==> src/rtl/hazard_fwd_unit_pkg.sv <==
// Shared pipeline-hazard types: forwarding select codes, register index width, stage shadow entry.
// Latency: n/a (types and constants only).
// Backpressure: n/a.
package pipe_pkg;

    localparam int REG_W = 5;
    localparam int SEL_W = 2;

    // Exec operand source selects.
    localparam logic [SEL_W-1:0] SEL_RF    = 2'd0;  // register-file value
    localparam logic [SEL_W-1:0] SEL_EXMEM = 2'd1;  // priorALUresult
    localparam logic [SEL_W-1:0] SEL_MEMWB = 2'd2;  // ALUwriteback
    localparam logic [SEL_W-1:0] SEL_ZERO  = 2'd3;  // reserved, never driven

    // Destination info carried alongside an instruction as it moves down the pipe.
    typedef struct packed {
        logic [REG_W-1:0] rw;
        logic             wr;
        logic             ld;
    } stage_dst_t;

endpackage

==> src/rtl/hazard_fwd_unit_if.sv <==
// Decode-side bundle between decode/exec and the hazard/forwarding unit.
// Latency: selects are registered (1 cycle); stall/bubble are combinational.
// Backpressure: stall holds PC and IF/ID; bubble loads a NOP into ID/EX.
interface hazard_fwd_unit_if #(
    parameter int REG_W = pipe_pkg::REG_W,
    parameter int SEL_W = pipe_pkg::SEL_W
);
    logic [REG_W-1:0] id_rs;
    logic [REG_W-1:0] id_rt;
    logic             id_use_rs;
    logic             id_use_rt;
    logic [REG_W-1:0] id_rw;
    logic             id_regwr;
    logic             id_memtoreg;
    logic             flush;
    logic [SEL_W-1:0] aluselectA;
    logic [SEL_W-1:0] aluselectB;
    logic             stall;
    logic             bubble;

    // Decode/exec side.
    modport master (
        output id_rs, id_rt, id_use_rs, id_use_rt, id_rw, id_regwr, id_memtoreg, flush,
        input  aluselectA, aluselectB, stall, bubble
    );

    // Hazard unit side.
    modport slave (
        input  id_rs, id_rt, id_use_rs, id_use_rt, id_rw, id_regwr, id_memtoreg, flush,
        output aluselectA, aluselectB, stall, bubble
    );
endinterface

==> src/rtl/hazard_fwd_unit_fwd_match.sv <==
// Compares one decode source index against the EX and MEM shadow entries.
// Latency: combinational.
// Backpressure: none; stall_hit feeds the unit's stall decision.
// With HAZARD_FWD_EN defined only an EX-stage load hit stalls; otherwise any producer hit stalls.
module fwd_match
    import pipe_pkg::*;
(
    input  logic [REG_W-1:0] src,
    input  logic             use_src,
    input  stage_dst_t       ex,
    input  logic [REG_W-1:0] mem_rw,
    input  logic             mem_wr,
    output logic [SEL_W-1:0] sel,
    output logic             stall_hit
);

    logic ex_hit;
    logic mem_hit;

    // Producer matches, youngest (EX) first; r0 never matches.
    always_comb begin
        ex_hit  = use_src && ex.wr && (ex.rw != '0) && (src == ex.rw);
        mem_hit = use_src && mem_wr && (mem_rw != '0) && (src == mem_rw);
        sel     = SEL_RF;
        if (ex_hit) begin
            sel = SEL_EXMEM;
        end else if (mem_hit) begin
            sel = SEL_MEMWB;
        end
`ifdef HAZARD_FWD_EN
        // ALU results forward from EX; only a load in EX has no value yet.
        stall_hit = ex_hit && ex.ld;
`else
        // No bypass: wait until the producer reaches WB. The load term is a
        // subset of ex_hit and is kept so both builds read the same inputs.
        stall_hit = (ex_hit && ex.ld) || ex_hit || mem_hit;
`endif
    end

endmodule

==> src/rtl/hazard_fwd_unit.sv <==
// Hazard detection and operand forwarding selects for a 5-stage pipe (optional macro HAZARD_FWD_EN).
// Latency: aluselectA/B registered, valid the cycle the consumer sits in EX; stall/bubble combinational.
// Backpressure: stall freezes PC and IF/ID; bubble zeroes the ID/EX entry; flush overrides stall.
module hazard_fwd_unit
    import pipe_pkg::*;
(
    input  logic               clk,
    input  logic               rst,
    hazard_fwd_unit_if.slave   hif
);

    stage_dst_t       id_dst;
    stage_dst_t       ex_q;
    logic [REG_W-1:0] mem_rw_q;
    logic             mem_wr_q;
    logic [SEL_W-1:0] sel_a;
    logic [SEL_W-1:0] sel_b;
    logic [SEL_W-1:0] sel_a_q;
    logic [SEL_W-1:0] sel_b_q;
    logic             hit_a;
    logic             hit_b;
    logic             stall_c;
    logic             bubble_c;

    assign id_dst = '{rw: hif.id_rw, wr: hif.id_regwr, ld: hif.id_memtoreg};

    fwd_match u_match_rs (
        .src       (hif.id_rs),
        .use_src   (hif.id_use_rs),
        .ex        (ex_q),
        .mem_rw    (mem_rw_q),
        .mem_wr    (mem_wr_q),
        .sel       (sel_a),
        .stall_hit (hit_a)
    );

    fwd_match u_match_rt (
        .src       (hif.id_rt),
        .use_src   (hif.id_use_rt),
        .ex        (ex_q),
        .mem_rw    (mem_rw_q),
        .mem_wr    (mem_wr_q),
        .sel       (sel_b),
        .stall_hit (hit_b)
    );

    // A killed instruction never needs to wait, so flush suppresses stall but still bubbles.
    always_comb begin
        stall_c  = (hit_a || hit_b) && !hif.flush;
        bubble_c = stall_c || hif.flush;
    end

    // Shadow the EX/MEM destinations and register the selects alongside ID/EX.
    // Without HAZARD_FWD_EN every producer match stalls (bubble), so the
    // registered selects are always SEL_RF in that build.
    always_ff @(posedge clk) begin
        if (rst) begin
            ex_q     <= '0;
            mem_rw_q <= '0;
            mem_wr_q <= 1'b0;
            sel_a_q  <= SEL_RF;
            sel_b_q  <= SEL_RF;
        end else begin
            mem_rw_q <= ex_q.rw;
            mem_wr_q <= ex_q.wr;
            ex_q     <= bubble_c ? stage_dst_t'('0) : id_dst;
            sel_a_q  <= bubble_c ? SEL_RF : sel_a;
            sel_b_q  <= bubble_c ? SEL_RF : sel_b;
        end
    end

    assign hif.stall      = stall_c;
    assign hif.bubble     = bubble_c;
    assign hif.aluselectA = sel_a_q;
    assign hif.aluselectB = sel_b_q;

endmodule

==> src/flat_wrapper.sv <==
// flat-port wrapper written by rule: the top's interface ports become plain ports
module hazard_fwd_unit_flat import pipe_pkg::*;
  (clk, rst, hif_id_rs, hif_id_rt, hif_id_use_rs, hif_id_use_rt, hif_id_rw, hif_id_regwr, hif_id_memtoreg, hif_flush, hif_aluselectA, hif_aluselectB, hif_stall, hif_bubble);
  hazard_fwd_unit_if hif_i ();
  input  logic clk;
  input  logic rst;
  input wire logic [$bits(hif_i.id_rs)-1:0] hif_id_rs;
  input wire logic [$bits(hif_i.id_rt)-1:0] hif_id_rt;
  input wire logic [$bits(hif_i.id_use_rs)-1:0] hif_id_use_rs;
  input wire logic [$bits(hif_i.id_use_rt)-1:0] hif_id_use_rt;
  input wire logic [$bits(hif_i.id_rw)-1:0] hif_id_rw;
  input wire logic [$bits(hif_i.id_regwr)-1:0] hif_id_regwr;
  input wire logic [$bits(hif_i.id_memtoreg)-1:0] hif_id_memtoreg;
  input wire logic [$bits(hif_i.flush)-1:0] hif_flush;
  output wire logic [$bits(hif_i.aluselectA)-1:0] hif_aluselectA;
  output wire logic [$bits(hif_i.aluselectB)-1:0] hif_aluselectB;
  output wire logic [$bits(hif_i.stall)-1:0] hif_stall;
  output wire logic [$bits(hif_i.bubble)-1:0] hif_bubble;
  assign hif_i.id_rs = hif_id_rs;
  assign hif_i.id_rt = hif_id_rt;
  assign hif_i.id_use_rs = hif_id_use_rs;
  assign hif_i.id_use_rt = hif_id_use_rt;
  assign hif_i.id_rw = hif_id_rw;
  assign hif_i.id_regwr = hif_id_regwr;
  assign hif_i.id_memtoreg = hif_id_memtoreg;
  assign hif_i.flush = hif_flush;
  assign hif_aluselectA = hif_i.aluselectA;
  assign hif_aluselectB = hif_i.aluselectB;
  assign hif_stall = hif_i.stall;
  assign hif_bubble = hif_i.bubble;
  hazard_fwd_unit u_core (.clk(clk), .rst(rst), .hif(hif_i));
endmodule
==> config.mk <==
export PLATFORM = sky130hd
export DESIGN_NAME = hazard_fwd_unit_flat
export DESIGN_NICKNAME = d
export VERILOG_FILES = /design/src/rtl/hazard_fwd_unit_pkg.sv /design/src/rtl/hazard_fwd_unit_if.sv /design/src/rtl/hazard_fwd_unit_fwd_match.sv /design/src/rtl/hazard_fwd_unit.sv /design/src/flat_wrapper.sv
export SDC_FILE = /design/constraint.sdc
export NUM_CORES = 1
export LEC_CHECK = 0
export ABC_CLOCK_PERIOD_IN_PS = 2400
export CORE_MARGIN = 2
export CORE_UTILIZATION = 40
export CTS_CLUSTER_DIAMETER = 80
export CTS_CLUSTER_SIZE = 40
export DETAILED_ROUTE_END_ITERATION = 8
export PLACE_DENSITY = 0.72
export SYNTH_ARGS = -nofsm -noshare
export SYNTH_HDL_FRONTEND = slang
export SYNTH_SLANG_ARGS = --single-unit
export TNS_END_PERCENT = 5
==> constraint.sdc <==
create_clock -name clk -period 2.4 [get_ports clk]
set_input_delay 0.72 -clock clk [delete_from_list [all_inputs] [get_ports clk]]
set_output_delay 0.72 -clock clk [all_outputs]
set_load 0.005 [all_outputs]
# ---- Word level (Yosys, flattened, before mapping)
# Cells that the tools add are included.
# Widths: inputs -> output; s select.
dict set report op_classes {
  reduce_logical 27
  muxes 4
  n_eq_ne 4
}
# operator count
set op_table {}
lappend op_table {{$eq 5x5->1} 4}
lappend op_table {{$logic_and 1x1->1} 15}
lappend op_table {{$reduce_bool 5->1} 2}
lappend op_table {{$logic_or 1x1->1} 6}
lappend op_table {{$reduce_or 3->1} 2}
lappend op_table {{$mux 2} 2}
lappend op_table {{$mux 1} 2}
lappend op_table {{$reduce_or 2->1} 1}
lappend op_table {{$logic_not 1->1} 1}
dict set report word_totals {
  register_bits 17
  inputBits 22
  output_inout_bits 6
}

# ---- Longest topological paths before layout
dict set report depth {
  word_depth 10
  ltp_mapped 5
  ltp_nobuf 5
}

# ---- Modules after synthesis
# From an unflattened synthesis, not the netlist that was laid out.
dict set report unflattened {
  cells_unflattened 83
  hier_area_um2 805.8
}
# mod area_per_inst_um2 seq_area_each_um2 n_inst cells_per_inst
set modules_own_cells {}
lappend modules_own_cells {hazard_fwd_unit 480.5 340.3 1 39}
lappend modules_own_cells {fwd_match 162.7 0.0 2 22}

# ---- Worst setup path before layout
# Ideal clock, no wire load.
dict set report synth_timing {
  kind {input port to output port}
  startpoint {in hif_id_rt[1]}
  endpoint {out hif_stall}
  t_required_ns 1.680
  path_stages 5
  arrival_ns 1.475
  slack_ns 0.205
  path_buffers 0
  path_cell_list {xnor2_1 > nand4_1 > o22ai_1 > a32oi_4 > nor2_1}
}
dict set report synth_via {
  elab_chain_cells 7
  elab_cells_between_ends 9
}
# element line
set synth_rtl {}
lappend synth_rtl {{start: declaration} flat_wrapper.sv:8} ;# input wire logic [$bits(hif_i.id_rt)-1:0] hif_id_rt;
lappend synth_rtl {{$eq 5x5->1} hazard_fwd_unit_fwd_match.sv:22} ;# ex_hit = use_src && ex.wr && (ex.rw != '0) && (src == ex.rw);
lappend synth_rtl {{$logic_and 1x1->1} hazard_fwd_unit_fwd_match.sv:22}
lappend synth_rtl {{$logic_and 1x1->1} hazard_fwd_unit_fwd_match.sv:36} ;# stall_hit = (ex_hit && ex.ld) || ex_hit || mem_hit;
lappend synth_rtl {{$logic_or 1x1->1} hazard_fwd_unit_fwd_match.sv:36}
lappend synth_rtl {{$logic_or 1x1->1 (*)} hazard_fwd_unit_fwd_match.sv:36}
lappend synth_rtl {{$logic_or 1x1->1 (*)} hazard_fwd_unit.sv:49} ;# stall_c = (hit_a || hit_b) && !hif.flush;
lappend synth_rtl {{$logic_and 1x1->1 (*)} hazard_fwd_unit.sv:49}
lappend synth_rtl {{end: declaration} flat_wrapper.sv:17} ;# output wire logic [$bits(hif_i.stall)-1:0] hif_stall;
# Mark *: on every way between the ends. The rest lies on a longest branch, timed or not.

# ---- Final worst setup path
dict set report layout_timing {
  startpoint {reg u_core.mem_rw_q[0]}
  endpoint {out hif_bubble}
}
dict set report layout_via {
  elab_chain_cells 7
  elab_cells_between_ends 12
}
# element line
set layout_rtl {}
lappend layout_rtl {{start: declaration} hazard_fwd_unit.sv:14} ;# logic [REG_W-1:0] mem_rw_q;
lappend layout_rtl {{start signal: assignment} hazard_fwd_unit.sv:64} ;# mem_rw_q <= ex_q.rw;
lappend layout_rtl {{$reduce_bool 5->1} hazard_fwd_unit_fwd_match.sv:23} ;# mem_hit = use_src && mem_wr && (mem_rw != '0) && (src == mem_rw);
lappend layout_rtl {{$logic_and 1x1->1 (2 in series)} hazard_fwd_unit_fwd_match.sv:23}
lappend layout_rtl {{$logic_or 1x1->1} hazard_fwd_unit_fwd_match.sv:36}
lappend layout_rtl {{$logic_or 1x1->1 (*)} hazard_fwd_unit.sv:49}
lappend layout_rtl {{$logic_and 1x1->1 (*)} hazard_fwd_unit.sv:49}
lappend layout_rtl {{$logic_or 1x1->1 (*)} hazard_fwd_unit.sv:50} ;# bubble_c = stall_c || hif.flush;
lappend layout_rtl {{end: declaration} flat_wrapper.sv:18} ;# output wire logic [$bits(hif_i.bubble)-1:0] hif_bubble;
# Marks and branches as above.

==> reports/summary.txt <==
Run status: finished, violations left
Violations in the final reports: setup timing
Number of clock sinks: 16
Pre-CTS setup slack: -0.890 ns
Area of the placeable core: 0.00169 mm²
Buffers on Ports: 26
Clock insertion delay at the later pin of the skew report: 0.26 ns
Cell depth of the worst flop-to-flop path: 6
I/O pin cnt: 28
Destination of the critical timing path: hif_bubble
Final-layout worst hold slack: 0.510 ns
Reg2reg start: u_core.mem_rw_q[0]
Clock input transition at the sequential cells of the worst setup and hold paths: 0.08 ns
Combined area of the multi-input logic cells: 437 µm²
Die extent in x: 45.7 µm
Mean instance size in the synthesized netlist: 10.2 µm²
Syn Inst Count: 68
Area Growth Syn to Fin: 54.5%
Number of endpoints with negative hold slack in the final report: 0
WL/cell: 11.1 µm
CP max FO: 3
Netlist area before placement: 696 µm²
WP data arrival: 1.73 ns
CTS hold repair buffers: 0
Full die area: 0.00209 mm²
Required time worst endpoint: 1.68 ns
Minimum period implied by the final worst setup slack: 2.45 ns
Row Count: 15
Final Slew Violations: 0
Worst-case clock skew: 0.00149 ns
Estimated wirelength of the detail-placed design: 1.12 mm
Period utilization: 1.02
Filler-free cell count of the finished design: 125
Peak supply drop: 319 µV
Startpoint of the most critical setup path: u_core.mem_rw_q[0]
Worst hold path class: flip-flop to flip-flop
Final WL: 1.39 mm
Inst Count DP: 121
Initial core utilization: 0.412
Number of routed nets with antenna violations: 0
Final estimated routing congestion in global placement: 0.815
Reg-to-Reg End: u_core.ex_q[1]
Setup WS post-layout: -0.0484 ns
Antenna diode count: 0
Clock buffer count from CTS: 3
TritonCTS clock tree: done
Post-layout nets: 132
Overall power after layout: 506 µW
Maximum clock frequency: 408 MHz
Remaining routing DRC violations: 0
Worst-case register-to-register setup slack: 0.70 ns
GR Overflow Total: 0
Power per cell area: 471 mW/mm²
Setup crit end kind: output pin
Static leakage: 0.000449 µW
Share of Yosys cell area claimed by the top area cell type: 0.460
Leading area contributor after synthesis: sky130_fd_sc_hd__dfxtp_1
Worst Path Class, Setup: flip-flop to output pin
Cell area reported after detailed placement: 0.00104 mm²
Number of distinct library cells after synthesis: 14
Master cell of the clock root buffer: sky130_fd_sc_hd__clkbuf_4
Antenna violations before repair: 0
RSZ-0062 raised after global routing: true
Leading post-synthesis cells by cell area: sky130_fd_sc_hd__dfxtp_1, sky130_fd_sc_hd__xnor2_1, sky130_fd_sc_hd__and3_1
Synth warn: 0
Max Cap Viol: 0
Vert. Die Dim: 45.7 µm
Total number of vias: 587
H-tree level count: 1
Maximum clock insertion buffer count: 2
First-pass iteration count of the detailed router: 3
Detail-routed via count per cell: 4.70
1st-iter DRT viols: 4
Vias in the first global route: 593
GRT Overall Usage: 0.161
Sequential cell area in the final layout: 320 µm²
Share of the yosys chip area belonging to registers: 0.460
Startpoint Class: flip-flop
Filler Cells Inserted: 149
Fraction of layout cells with a size suffix above 1: 0.278
Post-layout instance area: 0.00107 mm²
Setup violations, final: 2
Global-route wire length before repair: 2.38 mm
Pin count of the biggest net entering global routing: 9
Flop and latch count out of synthesis: 16
cells by family after synthesis:
| kind of cell | after synthesis | synth area share |
|---|---|---|
| other | 1 | 0.00539 |
| and+or+nand+nor | 27 | 0.214 |
| xor gates and xnor gates | 20 | 0.252 |
| DFF | 16 | 0.460 |
| AOI/OAI and AO/OA | 4 | 0.0684 |
power breakdown:
part / switching (µW) / internal (µW)
sequential: 8.39 / 276
combinational: 35.0 / 60.9
clock: 67.9 / 57.9
total: 111 / 394
through the flow:
step,setup TNS [ns],util
global placement,-1.69,0.616
CTS,-0.125,0.640
finish,-0.0722,0.636
detailed placement,-1.77,0.616
floorplan,0,-
global route,-0.280,0.636
worst max-delay path: stages (launching register included):
cell	delay (ns)
sky130_fd_sc_hd__dfxtp_1	0.31
sky130_fd_sc_hd__or4_1	0.51
sky130_fd_sc_hd__o21a_1	0.21
sky130_fd_sc_hd__a32oi_4	0.21
sky130_fd_sc_hd__nand2b_1	0.08
sky130_fd_sc_hd__buf_2	0.13
layout by cell type, fill, tap and decap left out:
cell type and n:
sky130_fd_sc_hd__dlygate4sd2_1 3, sky130_fd_sc_hd__dfxtp_1 16, sky130_fd_sc_hd__o21a_1 1, sky130_fd_sc_hd__buf_4 8, sky130_fd_sc_hd__a32oi_4 1, sky130_fd_sc_hd__buf_2 7, sky130_fd_sc_hd__clkbuf_2 2, sky130_fd_sc_hd__o22ai_2 2
sky130_fd_sc_hd__nand2_1 5, sky130_fd_sc_hd__clkdlybuf4s50_1 12, sky130_fd_sc_hd__nor2b_1 6, sky130_fd_sc_hd__clkdlybuf4s15_2 2, sky130_fd_sc_hd__conb_1 4, sky130_fd_sc_hd__nor2_1 3, sky130_fd_sc_hd__clkbuf_4 3, sky130_fd_sc_hd__and3_1 6
sky130_fd_sc_hd__nor3_1 1, sky130_fd_sc_hd__xnor2_2 5, sky130_fd_sc_hd__nand2b_1 1, sky130_fd_sc_hd__xnor2_1 15, sky130_fd_sc_hd__or4_1 1, sky130_fd_sc_hd__nand4_1 4
state kept, by name, summed over array words and instances (netlist names):
register               cells
u_core.ex_q                6
u_core.mem_rw_q            5
u_core.hif.aluselectB      2
u_core.mem_wr_q            1
u_core.hif.aluselectA      2
synth_stat cells:
cell type                  number
sky130_fd_sc_hd__a32oi_4        1
sky130_fd_sc_hd__conb_1         1
sky130_fd_sc_hd__dfxtp_1       16
sky130_fd_sc_hd__or4_1          1
sky130_fd_sc_hd__nor3_1         1
sky130_fd_sc_hd__nor2b_1        6
sky130_fd_sc_hd__o21a_1         1
sky130_fd_sc_hd__nand2_1        5
sky130_fd_sc_hd__and3_1         6
sky130_fd_sc_hd__o22ai_1        2
sky130_fd_sc_hd__nor2_1         3
sky130_fd_sc_hd__nand4_1        4
sky130_fd_sc_hd__nand2b_1       1
sky130_fd_sc_hd__xnor2_1       20
area by class of cell:
| class | count | area share |
|---|---|---|
| repair buffers | 34 | 0.255 |
| clock buffers | 3 | 0.0210 |
| multi-input cells | 55 | 0.406 |
| well taps | 17 | 0.0198 |
| flip-flops and latches | 16 | 0.298 |
timing repair:
action	4_1_cts	5_1_grt
pin swaps	19	10
setup endpoints to repair	2	2
setup buffers	1	0
endpoints found under the hold margin	0	0
resized for setup	42	8
how the worst min path moves through the flow:
| stage | from | end | depth (start not counted) |
|---|---|---|---|
| after floorplan | u_core.ex_q[1] | u_core.mem_wr_q | 1 |
| after global placement | u_core.ex_q[1] | u_core.mem_wr_q | 1 |
| after detailed placement | u_core.ex_q[1] | u_core.mem_wr_q | 1 |
| after CTS | u_core.ex_q[1] | u_core.mem_wr_q | 1 |
| after global routing | u_core.ex_q[1] | u_core.mem_wr_q | 1 |
| final | u_core.ex_q[1] | u_core.mem_wr_q | 1 |
layer usage:
layer	up-vias	wire length, µm	global-route usage
li1	307	-	-
met1	254	586	0.195
met2	24	706	0.279
met3	2	88	0.0278
met4	0	9	0.0686
met5	-	0	0
No activity file was read; power rests on OpenSTA's default activity.
